### src/rtl/polar_pkg.sv
// Shared types and saturating LLR arithmetic for the SC decoder datapath.
package polar_pkg;

    localparam int LLR_BITS = 4;
    // Width used for intermediate arithmetic so no sum or negation can overflow.
    localparam int WIDE = 16;

    typedef logic signed [LLR_BITS-1:0] llr_t;

    typedef enum logic [1:0] {
        LOAD,
        F_OUT,
        BETA,
        G_OUT
    } state_t;

    // Clamp to the symmetric range [-(2^(bits-1)-1), +(2^(bits-1)-1)].
    function automatic logic signed [WIDE-1:0] sat_llr(input logic signed [WIDE-1:0] x,
                                                       input int bits);
        logic signed [WIDE-1:0] lim;
        lim = WIDE'((32'sd1 <<< (bits - 1)) - 32'sd1);
        if (x > lim) begin
            return lim;
        end else if (x < -lim) begin
            return -lim;
        end
        return x;
    endfunction

    // Magnitude with the most negative code folded onto the largest positive value.
    function automatic logic signed [WIDE-1:0] abs_sat(input logic signed [WIDE-1:0] x,
                                                       input int bits);
        logic signed [WIDE-1:0] m;
        m = (x < 0) ? -x : x;
        return sat_llr(m, bits);
    endfunction

endpackage

### src/rtl/f_node.sv
// Combinational min-sum f node: sign product times the smaller saturated magnitude.
module f_node
    import polar_pkg::*;
#(
    parameter int BITS = 4
) (
    input  logic signed [BITS-1:0] a,
    input  logic signed [BITS-1:0] b,
    output logic signed [BITS-1:0] c
);

    logic signed [WIDE-1:0] mag_a;
    logic signed [WIDE-1:0] mag_b;
    logic signed [WIDE-1:0] mag;

    always_comb begin
        mag_a = abs_sat(WIDE'(a), BITS);
        mag_b = abs_sat(WIDE'(b), BITS);
        mag   = (mag_a < mag_b) ? mag_a : mag_b;
        // Zero has a clear sign bit, so it counts as positive.
        c     = (a[BITS-1] ^ b[BITS-1]) ? BITS'(-mag) : BITS'(mag);
    end

endmodule

### src/rtl/g_node.sv
// Combinational g node: b plus or minus a depending on the partial sum, then saturated.
module g_node
    import polar_pkg::*;
#(
    parameter int BITS = 4
) (
    input  logic signed [BITS-1:0] a,
    input  logic signed [BITS-1:0] b,
    input  logic                   u,
    output logic signed [BITS-1:0] c
);

    logic signed [WIDE-1:0] sum;

    always_comb begin
        sum = u ? (WIDE'(b) - WIDE'(a)) : (WIDE'(b) + WIDE'(a));
        c   = BITS'(sat_llr(sum, BITS));
    end

endmodule

### src/rtl/sc_llr_stage.sv
// SC decoder node stage: buffers one alpha vector, streams f results, collects
// the left child's partial sums, then streams g results.
module sc_llr_stage
    import polar_pkg::*;
#(
    parameter int BITS = 4,
    parameter int N    = 8
) (
    input  logic                   clk,
    input  logic                   rst,
    input  logic                   in_valid,
    output logic                   in_ready,
    input  logic signed [BITS-1:0] in_llr,
    output logic                   out_valid,
    input  logic                   out_ready,
    output logic signed [BITS-1:0] out_llr,
    output logic                   out_is_g,
    input  logic                   beta_valid,
    output logic                   beta_ready,
    input  logic                   beta_bit,
    output logic                   busy
);

    localparam int IW   = $clog2(N);
    localparam int HALF = N / 2;
    localparam logic [IW-1:0] IDX_LAST      = IW'(N - 1);
    localparam logic [IW-1:0] IDX_HALF_LAST = IW'(HALF - 1);
    localparam logic [IW-1:0] IDX_HALF      = IW'(HALF);

    state_t                 state_reg;
    state_t                 state_next;
    logic [IW-1:0]          idx_reg;
    logic [IW-1:0]          idx_next;
    logic signed [BITS-1:0] alpha_mem [N];
    logic [HALF-1:0]        beta_reg;

    logic                   in_fire;
    logic                   out_fire;
    logic                   beta_fire;
    logic signed [BITS-1:0] a_sel;
    logic signed [BITS-1:0] b_sel;
    logic                   u_sel;
    logic signed [BITS-1:0] f_res;
    logic signed [BITS-1:0] g_res;

    // Handshake outputs depend only on state, and are forced low while reset is held.
    always_comb begin
        in_ready   = 1'b0;
        out_valid  = 1'b0;
        beta_ready = 1'b0;
        out_is_g   = 1'b0;
        busy       = 1'b0;
        if (!rst) begin
            case (state_reg)
                LOAD:  in_ready = 1'b1;
                F_OUT: begin
                    out_valid = 1'b1;
                    busy      = 1'b1;
                end
                BETA:  begin
                    beta_ready = 1'b1;
                    busy       = 1'b1;
                end
                G_OUT: begin
                    out_valid = 1'b1;
                    out_is_g  = 1'b1;
                    busy      = 1'b1;
                end
                default: ;
            endcase
        end
    end

    assign in_fire   = in_valid & in_ready;
    assign out_fire  = out_valid & out_ready;
    assign beta_fire = beta_valid & beta_ready;

    always_comb begin
        state_next = state_reg;
        idx_next   = idx_reg;
        case (state_reg)
            LOAD: begin
                if (in_fire) begin
                    if (idx_reg == IDX_LAST) begin
                        state_next = F_OUT;
                        idx_next   = '0;
                    end else begin
                        idx_next = idx_reg + 1'b1;
                    end
                end
            end
            F_OUT: begin
                if (out_fire) begin
                    if (idx_reg == IDX_HALF_LAST) begin
                        state_next = BETA;
                        idx_next   = '0;
                    end else begin
                        idx_next = idx_reg + 1'b1;
                    end
                end
            end
            BETA: begin
                if (beta_fire) begin
                    if (idx_reg == IDX_HALF_LAST) begin
                        state_next = G_OUT;
                        idx_next   = '0;
                    end else begin
                        idx_next = idx_reg + 1'b1;
                    end
                end
            end
            G_OUT: begin
                if (out_fire) begin
                    if (idx_reg == IDX_HALF_LAST) begin
                        state_next = LOAD;
                        idx_next   = '0;
                    end else begin
                        idx_next = idx_reg + 1'b1;
                    end
                end
            end
            default: begin
                state_next = LOAD;
                idx_next   = '0;
            end
        endcase
    end

    always_ff @(posedge clk) begin
        if (rst) begin
            state_reg <= LOAD;
            idx_reg   <= '0;
        end else begin
            state_reg <= state_next;
            idx_reg   <= idx_next;
        end
    end

    // Frame buffers carry no reset; a new frame always overwrites every entry before use.
    always_ff @(posedge clk) begin
        if (in_fire) begin
            alpha_mem[idx_reg] <= in_llr;
        end
        for (int i = 0; i < HALF; i++) begin
            if (beta_fire && idx_reg == IW'(i)) begin
                beta_reg[i] <= beta_bit;
            end
        end
    end

    always_comb begin
        a_sel = alpha_mem[idx_reg];
        b_sel = alpha_mem[idx_reg + IDX_HALF];
        u_sel = 1'b0;
        for (int i = 0; i < HALF; i++) begin
            if (idx_reg == IW'(i)) begin
                u_sel = beta_reg[i];
            end
        end
    end

    f_node #(
        .BITS(BITS)
    ) u_f_node (
        .a(a_sel),
        .b(b_sel),
        .c(f_res)
    );

    g_node #(
        .BITS(BITS)
    ) u_g_node (
        .a(a_sel),
        .b(b_sel),
        .u(u_sel),
        .c(g_res)
    );

    assign out_llr = !out_valid ? '0 : (out_is_g ? g_res : f_res);

endmodule
### config.mk
export PLATFORM = sky130hd
export DESIGN_NAME = sc_llr_stage
export DESIGN_NICKNAME = d
export VERILOG_FILES = /design/src/rtl/polar_pkg.sv /design/src/rtl/f_node.sv /design/src/rtl/g_node.sv /design/src/rtl/sc_llr_stage.sv
export SDC_FILE = /design/constraint.sdc
export NUM_CORES = 1
export LEC_CHECK = 0
export CAP_MARGIN = 20
export CELL_PAD_IN_SITES_DETAIL_PLACEMENT = 2
export CELL_PAD_IN_SITES_GLOBAL_PLACEMENT = 2
export CORE_AREA = 2 2 100 102
export DETAILED_ROUTE_END_ITERATION = 16
export DIE_AREA = 0 0 102 104
export GPL_TIMING_DRIVEN = 0
export PLACE_DENSITY_LB_ADDON = 0.1
export REMOVE_ABC_BUFFERS = 1
export SKIP_CTS_REPAIR_TIMING = 1
export SLEW_MARGIN = 20
export SYNTH_ARGS = -nofsm -noshare
export SYNTH_HDL_FRONTEND = slang
export SYNTH_HIERARCHICAL = 1
export SYNTH_SLANG_ARGS = --single-unit
### constraint.sdc
create_clock -name clk -period 5.2 [get_ports clk]
set_input_delay 0.78 -clock clk [delete_from_list [all_inputs] [get_ports clk]]
set_output_delay 0.78 -clock clk [all_outputs]
set_load 0.1 [all_outputs]
======== After elaboration in Yosys (flattened, before gate mapping) ========
Memories as Yosys holds them, arrays and structs flattened. A register that Yosys moved wholly into a read port is not among the register bits.
Cells that the tools add are included.
W data, S select, Z words.
word-level totals
  flip-flop bits (word level) ............. 9
  bits in writable memories ............... 32
  bits of input ports ..................... 10
  output and inout bits ................... 9
  logic and storage cells ................. 108
  memories ................................ 1
operators by class
  $add $sub $neg .......................... 7
  $lt $le $gt $ge ......................... 9
  equal/unequal tests ..................... 16
  muxes and demuxes ....................... 55
  bitwise operators ....................... 4
  reductions and logical operators ........ 10
memory list
  memory     words  width  read ports  clocked after Yosys merged registers in  write ports  RTL line            text
  alpha_mem  8      4      2           1                                        1            sc_llr_stage.sv:34  logic signed [BITS-1:0] alpha_mem [N];
operators with widths
  operator               number
  $mux W16               9
  $gt A16 B4 Y1 const B  3
  $lt A16 B4 Y1 const B  3
  $neg A4 Y16            2
  $mux W4                7
  $mux W1                22
  $mux W3                7
  $lt A16 B16 Y1         1
  $mux W2                8
  $ne A2 B2 Y1 const B   8
  $pmux W3 S3            1
  $lt A4 B1 Y1 const B   2
  $pmux W2 S4            1
  $reduce_and A8 Y1      1
  $eq A3 B2 Y1 const B   2
  $add A4 B4 Y5          1
  $sub A4 B4 Y5          1
  $eq A2 B2 Y1 const B   2
  $logic_and A1 B1 Y1    4
  $neg A4 Y4             1
  $add A3 B1 Y3 const B  1
  $add A3 B3 Y3 const B  1
  $and A1 B1 Y1          3
  $eq A3 B1 Y1 const B   1
  9 further kinds        9

======== Longest topological paths before layout ========
An unclocked memory read counts as a cell.
  depth after elaboration ................. 14
  mapped depth ............................ 25
  mapped depth without buffers ............ 24

======== Modules after synthesis ========
Netlist, hierarchy kept.
modules (own cells, without submodules)
  module        times used  cells an instance  area an instance (um^2)  sequential area each (um^2)
  sc_llr_stage  1           197                2,378.5                  1,241.2
  f_node        1           78                 604.3                    0.0
  g_node        1           40                 295.3                    0.0

======== Worst setup path before layout ========
OpenSTA, ideal clock, no wires.
  path type ............................... reg-to-output
  start ................................... register idx_reg[0]
  end ..................................... output port out_llr[2]
  arrival time ............................ 5.069 ns
  data required time ...................... 4.420 ns
  setup slack ............................. -0.649 ns
  stages on the path, launching flop included .. 25
  path buffers ............................ 2
  cell sequence ........................... dfxtp_1 clkbuf_1 clkbuf_1 nand2_1 o22ai_1 a211o_1 inv_1 ha_1 o21ai_0 a21oi_1 a31oi_1 inv_1 ha_1 a21o_1 a21oi_1 a2bb2oi_2 a21oi_4 a21o_2 ha_1 nor2_1 xnor2_1 nand2_1 nor2_1 a21oi_1 nor2_1
between the ends
  longest elaborated chain between the ends .. 14
  elaborated cells on any way between the ends .. 35
  classes of those cells .................. add/sub: 5; order compare: 6; eq/ne: 3; mux: 18; bitwise: 1; reduce/logical: 1; memory: 1
ends and longest elaborated chain
  element                                      RTL line             text
  start: declaration                           sc_llr_stage.sv:32   logic [IW-1:0] idx_reg;
  start signal: assignment                     sc_llr_stage.sv:135  idx_reg <= idx_next;
  $add A3 B3 Y3 (*)                            sc_llr_stage.sv:153  b_sel = alpha_mem[idx_reg + IDX_HALF];
  $mem_v2 Z8 W4 (*)                            --
  via b_sel[1]                                 sc_llr_stage.sv:41   logic signed [BITS-1:0] b_sel;
  $neg A4 Y16 or $lt A4 B1 Y1 (tied branches)  polar_pkg.sv:34      m = (x < 0) ? -x : x;
  $mux W16 (*)                                 polar_pkg.sv:34
  $lt A16 B4 Y1                                polar_pkg.sv:24      end else if (x < -lim) begin
  $mux W1                                      polar_pkg.sv:24
  $mux W1                                      polar_pkg.sv:22      if (x > lim) begin
  $mux W16 (*)                                 polar_pkg.sv:27      return x;
  $lt A16 B16 Y1                               f_node.sv:19         mag = (mag_a < mag_b) ? mag_a : mag_b;
  $mux W4 (*)                                  f_node.sv:19
  $neg A4 Y4                                   f_node.sv:21         c = (a[BITS-1] ^ b[BITS-1]) ? BITS'(-mag) : BITS'(mag);
  $mux W4 (*)                                  f_node.sv:21
  via f_res[2]                                 sc_llr_stage.sv:43   logic signed [BITS-1:0] f_res;
  $mux W4 (*) (2 in a row)                     sc_llr_stage.sv:179  assign out_llr = !out_valid ? '0 : (out_is_g ? g_res : f_res);
  end: declaration                             sc_llr_stage.sv:16   output logic signed [BITS-1:0] out_llr,
The timed path passes the listed nets; every way through them passes the cells marked *.

==> impl_metrics.env <==
export IMPL_htreeDepth=2
export IMPL_syn_cell_area_mm2=0.00328
export IMPL_via_per_inst=4.99
export IMPL_die_h_um=104
export IMPL_synth_distinct_cells=59
export IMPL_layout_drive_gt1_share_pct=28.3
export IMPL_p_total_mw=1.01
export IMPL_start_util_pct=34.3
export IMPL_n_antenna_cell=0
export IMPL_hold_viol=0
export IMPL_postRouteAntennaNets=0
export IMPL_ir_worst_vdd_uv=118
export IMPL_synth_top_family_by_area="simple AND/OR/NAND/NOR gates"
export IMPL_grt_pass1_wl_mm=13.3
export IMPL_path_depth=22
export IMPL_core_area_mm2=0.00955
export IMPL_synth_ff_type="edfxtp_1"
export IMPL_path_cells="mux4_2, mux2_4, inv_4, ha_4, o21ai_2, a21oi_2, a31oi_2, ha_1, a21o_1, a21oi_2, a2bb2oi_2, a21oi_4, nor3_2, a21o_2, ha_4, nor2_1, a21oi_1, nand2_1, nor2_1, a21oi_1, nor2_1, buf_6"
export IMPL_drt_iter0_drc=69
export IMPL_clock_sinks=44
export IMPL_async_flop_share_pct=0
export IMPL_post_route_drc_count=0
export IMPL_synthMuxAreaShare_pct=12.0
export IMPL_area_growth_pct=26.2
export IMPL_hold_ws_ps=538
export IMPL_rsz0062_at_grt="true"
export IMPL_die_w_um=102
export IMPL_synth_warning_count=6
export IMPL_p_leak_nw=1.59
export IMPL_drt_pass1_iter_count=4
export IMPL_clk_pin_slew_ps=100
export IMPL_path_common_cell="nor2_1"
export IMPL_outcome="finished, final reports clean"
export IMPL_synth_xor_area_share_pct=2.60
export IMPL_antenna_found_initial=0
export IMPL_synth_edff_count=36
export IMPL_fmax_ghz=0.194
export IMPL_grt_overflow_total=0
export IMPL_fin_crit_sh_pct=99.3
export IMPL_wl_mm=8.93
export IMPL_placementRows=36
export IMPL_cpLargestDelayFamily="compound AO/OA/AOI/OAI gates"
export IMPL_slowest_delay_ps=530
export IMPL_critPathRequiredTime_ps=4420
export IMPL_finalNetCount=416
export IMPL_cts_tree="done"
export IMPL_path_buf_inv=2
export IMPL_hold_path_end="state_reg[1]"
export IMPL_critPathArrivalTime_ps=4390
export IMPL_gp_congestion=0.747
export IMPL_synth_seq_area_share_pct=37.9
export IMPL_cts_root_buf="clkbuf_8"
export IMPL_finalClockSkew_ps=11.0
export IMPL_grt_max_degree=23
export IMPL_clk_latency_ps=320
export IMPL_ios=19
export IMPL_grt_pass1_vias=2527
export IMPL_via_count=2530
export IMPL_power_density_mw_per_mm2=245
export IMPL_rr_worst_depth=7
export IMPL_cts_buffers=5
export IMPL_io_buffer_count=18
export IMPL_slew_headroom_pct=35.3
export IMPL_worstPathMaxFanout=7
export IMPL_whs_path_depth=2
export IMPL_fin_tns_setup_ps=0
export IMPL_fp_dieArea_mm2=0.0106
export IMPL_yosys_area_share_simple_pct=16.6
export IMPL_r2r_start="state_reg[1]"
export IMPL_slew_violations=0
export IMPL_rrSetupSlack_ps=3040
export IMPL_postSynthCellCount=315
export IMPL_worstHoldStart="state_reg[1]"
export IMPL_nFillCells=1022
export IMPL_wire_per_inst_um=17.6
export IMPL_final_common_cell="edfxtp_1"
export IMPL_setup_viol=0
export IMPL_critPathCaptureType="output port"
export IMPL_fin_crit_ps=5170
export IMPL_critical_path_class="flip-flop to output port"
export IMPL_drv_cap=0
export IMPL_largest_reg_flops=32
export IMPL_dp_hpwl_mm=6.17
export IMPL_cts_buffer_depth=2
export IMPL_hp_class="flip-flop to flip-flop"
export IMPL_synth_compound_area_share_pct=13.3
export IMPL_ys_seq_elements=44
export IMPL_cp_slowest_cell="mux4_2"
export IMPL_grt_use_total_pct=16.4
export IMPL_synthAdderAreaFrac_pct=12.8
export IMPL_tightest_slew_ps=968
export IMPL_syn_area_per_cell_um2=10.4
export IMPL_setup_worst_path_start_class="flip-flop"
export IMPL_final_cell_mix="edfxtp_1, nor2_1, ha_1, buf_4, conb_1"
-- cell families (layout without fill, tap and decap cells) --
group | after synthesis | in the layout
compound gates | 61 | 61
fa+ha+maj | 33 | 33
buf+inv | 36 | 77
mux | 25 | 25
other cells | 2 | 20
xor+xnor | 8 | 8
flops | 44 | 44
simple gates | 106 | 106
-- worst max path at each step --
stage | slack (ps) | end | startpoint
CTS | -1710 | out_llr[2] | idx_reg[0]
floorplan | -530 | out_llr[2] | flip-flop
global placement | -1210 | out_llr[2] | idx_reg[0]
finish | 30 | out_llr[1] | flip-flop
global route | -260 | out_llr[1] | idx_reg[1]
detailed placement | -1340 | out_llr[2] | idx_reg[0]
-- per-stage QoR --
| step | instances | setup WS, ps | utilization (%) | cell area [um^2] |
|---|---|---|---|---|
| 2_1_floorplan | 321 | -528 | - | 3290 |
| 3_3_place_gp | 472 | -1210 | 38.1 | 3630 |
| 3_5_place_dp | 472 | -1340 | 38.1 | 3630 |
| 4_1_cts | 480 | -1710 | 39.0 | 3720 |
| 5_1_grt | 507 | -258 | 43.3 | 4140 |
| 6_report | 507 | 34.5 | 43.3 | 4140 |
-- final cells by class --
class,instances,area (um^2),share of cell area (%)
Tap cell,133,166,4.02
Multi-Input combinational cell,253,2110,51.0
Clock inverter,3,18.8,0.454
Timing Repair Buffer,45,417,10.1
Inverter,24,97.6,2.36
Clock buffer,5,68.8,1.66
Sequential cell,44,1260,30.4
-- synth_stat cells, drive strengths merged (4+ instances only) --
cell type	instances	area (um^2)
edfxtp	36	1080
ha	32	400
nand2b	10	62.6
dfxtp	8	160
a31oi	4	25.0
mux2	5	56.3
clkbuf	9	33.8
a21o	4	32.5
inv	24	90.1
o21ai	11	62.6
a21oi	24	135
mux2i	9	90.1
xnor2	6	60.1
nand3	8	40.0
and2	4	25.0
mux4	11	248
nor2	35	131
nand2	20	75.1
nor2b	8	50.1
nor3	7	40.0
-- where the power goes --
group	total (mW)	switching (mW)	internal [mW]	leakage, nW
sequential	0.395	0.00910	0.386	0.394
clock	0.226	0.133	0.0930	0.0378
combinational	0.395	0.213	0.182	1.16
-- worst min-delay path: stages, from the launching register on --
cell      delay [ps]
dfxtp_1          360
nand2b_1          80
mux2i_1           60
-- metal layers --
metal | global-route usage [%] | up-vias | routed length (um)
met2 | 27.4 | 19 | 4700
met5 | 0 | - | 0
li1 | - | 1234 | -
met4 | 5.33 | 0 | 99
met3 | 1.81 | 10 | 140
met1 | 21.9 | 1267 | 4000
(Power assumes the default switching activity.)
